## src/rtl/ins_checker_pc_sel_mux.sv

```systemverilog
// pc_sel_mux
// Parameterised 2:1 multiplexer used to pick the next PC.
//   in_0   : selected when signal = 0
//   in_1   : selected when signal = 1
//   signal : select
//   out    : selected value (combinational)
module pc_sel_mux #(
    parameter int WIDTH = 32
) (
    input  logic [WIDTH-1:0] in_0,
    input  logic [WIDTH-1:0] in_1,
    input  logic             signal,
    output logic [WIDTH-1:0] out
);

    assign out = signal ? in_1 : in_0;

endmodule

```

## config.mk

```make
export PLATFORM = sky130hd
export DESIGN_NAME = pc_sel_mux
export DESIGN_NICKNAME = d
export VERILOG_FILES = /design/src/rtl/ins_checker_pc_sel_mux.sv
export SDC_FILE = /design/constraint.sdc
export NUM_CORES = 1
export LEC_CHECK = 0
export ABC_AREA = 0
export ABC_CLOCK_PERIOD_IN_PS = 2420
export BUFFER_PORTS_ARGS = -buffer_cell sky130_fd_sc_hd__buf_2
export CAP_MARGIN = 20
export CORE_MARGIN = 2
export CORE_UTILIZATION = 30
export DETAILED_ROUTE_END_ITERATION = 8
export GPL_TIMING_DRIVEN = 1
export PLACE_DENSITY = 0.89
export SETUP_SLACK_MARGIN = 0.1
export SLEW_MARGIN = 20
export SYNTH_ARGS = -nofsm -noshare
export SYNTH_HDL_FRONTEND = slang
export SYNTH_SLANG_ARGS = --single-unit
```

## constraint.sdc

```tcl
create_clock -name vclk -period 2.42
set_clock_uncertainty 0.15 [all_clocks]
set_input_delay 0.726 -clock vclk [all_inputs]
set_output_delay 0.726 -clock vclk [all_outputs]
set_load 0.03 [all_outputs]
```

==> results.md, run 1 <==
- Critical Path Source Type: input port
- Max_cap viols: 0
- Sequential cell count: 0
- Antenna violations before repair: 0
- Die width: 46.6 um
- Post-Syn Area per Cell: 15.1 um^2
- Largest family of logic cells by synthesized area: multiplexers
- Fmax: 430 MHz
- Maximum vdd ir drop: 0.000149 V
- Starting Density: 0.319
- Setup crit end kind: output port
- Fin Setup TNS: 0 ns
- Final Hold Viols: 0
- Relative slew slack: 0.936
- Cells after synthesis: 36
- Yosys cell types: 4
- Clock buffers: 0
- Drt first pass iters: 1
- # setup viols final: 0
- Ant diodes: 0
- Clk pwr share: 0
- DRT iter0 DRCs: 0
- Worst-path cell chain: buf_12, clkbuf_16, mux2_4, buf_6
- Vias in the first global route: 727
- Std-Cell Rows: 15
- Max stage delay on crit path: 0.29 ns
- Post-synthesis sequential area ratio: 0
- Net Sw Frac: 0.439
- Area occupied by registers: 0 um^2
- Critical path arrival: 1.45 ns
- Area Overhead vs Synth: 150%
- Synth Area in Compound Gates: 0
- Hold Slack: 1.63 ns
- Placer Congestion: 0.703
- Nets@finish: 202
- Post-Synthesis Cell Area: 544 um^2
- RSZ-0062 raised after global routing: true
- Die Ht: 46.6 um
- FILL cells: 106
- Most frequent cells in the layout: buf_2, mux2_4, buf_6, buf_16, buf_12
- Critical-path top delay cell: mux2_4
- Pwr/cell area: 265 nW/um^2
- Core Area: 1710 um^2
- P_int: 202 uW
- Part of the power in registers: 0
- Pleak: 0.000787 uW
- Worst Hold Class: in2out
- Layout cell share with drive strength beyond 1: 1.00
- Period utilization: 0.960
- Detailed placement HPWL: 1650 um
- DRT Wirelength: 2320 um
- Critical path class: in2out
- Slew @ Worst Pin: 0.0957 ns
- Gr usage total: 0.199
- Commonest non-fill, non-tap cell in the layout: buf_2
- IO Pins: 97
- Multi-input gate area: 480 um^2
- Pin count of the biggest net entering global routing: 10
- Critical Path RT: 1.54 ns
- Antenna viol nets, final: 0
- Placed cell area: 1030 um^2
- Finished Layout Cells: 160
- Top delay family on crit path: buffers and inverters
- Fraction of synthesized area in multiplexers: 0.869
- Buf+Inv Stages, Crit Path: 3
- Util after Layout: 0.796
- Max Slew Vio Count: 0
- First-pass GRT wire length: 3080 um
- Sw Pwr: 158 uW
- Adder-cell area share of the yosys netlist: 0
- Vias per inst: 4.36
- Status: complete, no violations
- Die area: 2170 um^2
- Synth Area in XOR/XNOR: 0
- WL/cell: 14.5 um
- Ys Warns: 0
- Post-CTS Hold Buffers: 0
- DRC viols: 0
- Syn nets: 101
- Via count: 697
- Placed insts: 156
- Comb pwr share: 1.000
- Fin crit period: 2.32 ns
- Final design instance area without fill: 1360 um^2
- Synth Area in Simple Gates: 0
- GRT Residual Overflow: 0
- Port-buffer cells: 97
- Critical Path Fanout Max: 6
==> worst paths after layout <==
check	startpoint	to	slack, ns	cells after the start
worst max-delay path	signal	out[5]	0.1	4
worst min-delay path	in_1[10]	out[10]	1.63	3
==> repair_timing <==
item,in CTS,in global routing
setup endpoints to repair,32,13
resized for setup,70,4
hold endpoints to repair,0,0
cloned,3,1
buffers inserted,0,0
==> synth_stat cells <==
library cell	number	share of area
buf_6	1	0.021
buf_12	3	0.11
mux2_2	2	0.041
mux2_4	30	0.83
==> power groups by stage <==
stage	clock network, uW	registers (uW)	logic [uW]
after floorplan	0	0	187
after global placement	0	0	266
after detailed placement	0	0	272
after CTS	0	0	352
after global routing	0	0	375
final	0	0	360
==> cell type report <==
| type | count | area share |
|---|---|---|
| well taps | 25 | 0.0230 |
| repair buffers | 103 | 0.624 |
| multi-input cells | 32 | 0.353 |
==> cells by family (layout without fill, tap and decap cells) <==
family / after synthesis / after routing
mux: 32 / 32
buf+inv: 4 / 103
==> through the flow <==
stage / power, uW / setup slack (ns)
CTS: 352 / 0.0813
global placement: 266 / 0.00530
finish: 360 / 0.0969
detailed placement: 272 / -0.0196
global route: 375 / 0.0839
floorplan: 187 / 0.212
==> routing by layer <==
| metal | vias to the layer above | global-route usage | routed length (um) |
|---|---|---|---|
| met4 | 0 | 0.0114 | 18 |
| met3 | 2 | 0.0275 | 207 |
| li1 | 335 | - | - |
| met5 | - | 0 | 0 |
| met1 | 308 | 0.166 | 718 |
| met2 | 52 | 0.472 | 1370 |
No activity file was read; power rests on OpenSTA's default activity.
==> run 2, diff against run 1 <==
--- a/config.mk
+++ b/config.mk
@@ -9,11 +9,14 @@
 export ABC_CLOCK_PERIOD_IN_PS = 2420
 export BUFFER_PORTS_ARGS = -buffer_cell sky130_fd_sc_hd__buf_2
 export CAP_MARGIN = 20
+export CELL_PAD_IN_SITES_DETAIL_PLACEMENT = 1
+export CELL_PAD_IN_SITES_GLOBAL_PLACEMENT = 1
+export CORE_ASPECT_RATIO = 1.25
 export CORE_MARGIN = 2
-export CORE_UTILIZATION = 30
+export CORE_UTILIZATION = 19
 export DETAILED_ROUTE_END_ITERATION = 8
 export GPL_TIMING_DRIVEN = 1
-export PLACE_DENSITY = 0.89
+export PLACE_DENSITY_LB_ADDON = 0.1
 export SETUP_SLACK_MARGIN = 0.1
 export SLEW_MARGIN = 20
 export SYNTH_ARGS = -nofsm -noshare
==> run 2 against run 1 <==
Critical path depth did not move. Flip-flop and latch count did not move. Fmax barely moved. Total power fell by 3.1%. Setup slack got worse by 0.0012 ns. Non-clock buffer count fell by 2. Sequential share of layout area did not move. Wire length rose by 9.9%. Combinational power fell by 3%. Global-route usage fell by 5.7 points. Cell count rose by 4.4%. Core utilization fell by 31 points. Critical path type unchanged.
==> results.md, run 2 (synthesis gave the netlist of run 1 again) <==
- Post-CTS setup buffers: 0 (unchanged)
- Relative slew slack: 0.939 (+0.00304)
- Maximum vdd ir drop: 0.000112 V (-25%)
- Sequential cell count: 0 (unchanged)
- Highest metal used: met3
- Nets@finish: 200 (-0.99%)
- Area Overhead vs Synth: 141%
- FILL cells: 319 (+200%)
- # setup viols final: 0 (unchanged)
- P_int: 193 uW (-4.7%)
- Antenna viol nets, final: 0 (unchanged)
- Hold path startpoint: in_0[10]
- First-pass GRT wire length: 3680 um (+19%)
- GRT Residual Overflow: 0 (unchanged)
- Area occupied by registers: 0 um^2 (unchanged)
- Critical path arrival: 1.45 ns (about the same)
- Core Area: 2710 um^2 (+58%)
- Fmax: 430 MHz (about the same)
- Vias per inst: 4.23 (-3.0%)
- Post-CTS Hold Buffers: 0 (unchanged)
- Placed insts: 165 (+5.8%)
- Pin count of the biggest net entering global routing: 12 (+2)
- Clk pwr share: 0 (unchanged)
- Placer Congestion: 0.824 (+17%)
- Slack of the critical path: 0.0957 ns (-0.00124 ns)
- WL/cell: 15.2 um (+5.3%)
- Layout cell share with drive strength beyond 1: 1.00 (unchanged)
- Ant diodes: 0 (unchanged)
- Hold Slack: 1.63 ns (+0.000950 ns)
- Hold endpoint: out[10]
- Hold Path Depth: 3 (unchanged)
- Commonest non-fill, non-tap cell in the layout: buf_2
- Fin crit period: 2.32 ns (+0.00124 ns)
- Starting Density: 0.201 (-0.118)
- Std-Cell Rows: 21 (+6)
- Met3 wire length: 427 um (+110%)
- Gr usage total: 0.142 (-0.0572)
- Slew @ Worst Pin: 0.0911 ns (-0.00456 ns)
- Max_cap viols: 0 (unchanged)
- Critical path class: in2out
- Die area: 3310 um^2 (+53%)
- Worst Hold Class: in2out
- Pwr/cell area: 266 nW/um^2 (+0.47%)
- Period utilization: 0.960 (about the same)
- Routed wl met2: 1410 um (+3.0%)
- Final Hold Viols: 0 (unchanged)
- Max Slew Vio Count: 0 (unchanged)
- Part of the power in registers: 0 (unchanged)
- Net Sw Frac: 0.448 (+0.00902)
- Port-buffer cells: 97 (unchanged)
- Die width: 51.9 um (+11%)
- DRC viols: 0 (unchanged)
- Die Ht: 63.8 um (+37%)
- DRT iter0 DRCs: 4 (+4)
- Vias in the first global route: 751 (+3.3%)
- Critical Path RT: 1.54 ns (about the same)
- Comb pwr share: 1.000 (about the same)
- Critical Path Fanout Max: 11 (+5)
- Antenna violations before repair: 0 (unchanged)
- Power Total: 349 uW (-3.1%)
- IO Pins: 97 (unchanged)
- Drt first pass iters: 3 (+2)
- Fin Setup TNS: 0 ns (unchanged)
- DRT Wirelength: 2550 um (+9.9%)
- Finished Layout Cells: 167 (+4.4%)
- Via count: 706 (+1.3%)
- Clock buffers: 0 (unchanged)
- Pleak: 0.000753 uW (-4.3%)
- Setup crit end kind: output port
- Wire length on met1: 706 um (-1.7%)
- Sw Pwr: 156 uW (-1.1%)
- Pre-CTS WS: -0.0220 ns (-0.00235 ns)
- RSZ-0062 raised after global routing: true
- Most frequent cells in the layout: buf_2, buf_6, mux2_4, buf_12
- Status: complete, no violations
- Critical Path Source Type: input port
## run 2: cell count changes in the layout (fill, tap and decap cells not counted), sizes merged
cell / before / now
clkbuf: 1 / 0
buf: 102 / 101
## run 2: what timing repair did
item                                    in CTS  in global routing
gates cloned                                 2                  0
endpoints found under the setup margin      32                 23
gates resized for setup                     71                  3
## run 2: cell type report
class	count	area, um^2	share of cell area
timing repair buffer	101	796	0.607
multi-input combinational	32	473	0.361
tap	34	42.5	0.0324
## run 2: worst max-delay path, stage by stage
cell,delay (ns)
buf_12,0.12
buf_16,0.15
mux2_4,0.30
buf_6,0.14
## run 2: worst max path at each step
stage | start | endpoint | slack [ns]
finish | signal | out[27] | 0.1
global route | signal | out[27] | 0.08
CTS | signal | out[31] | 0.08
detailed placement | signal | out[31] | -0.02
global placement | signal | out[29] | -0.02
floorplan | signal | out[0] | 0.21
## run 2: stage by stage
stage	utilization	instance area [um^2]
final	0.485	1310
after floorplan	-	544
after detailed placement	0.380	1030
after global routing	0.485	1310
after global placement	0.380	1030
after CTS	0.482	1310
## run 2: metal layers
metal	global-route usage	vias to the layer above
met2	0.290	67
met5	0	-
met1	0.137	309
met4	0	0
li1	-	330
met3	0.0514	0
## run 2: power by group through the flow
stage	logic (uW)	registers, uW	clock network (uW)
final	349	0	0
after global routing	366	0	0
after CTS	348	0	0
after detailed placement	273	0	0
after global placement	270	0	0
after floorplan	187	0	0
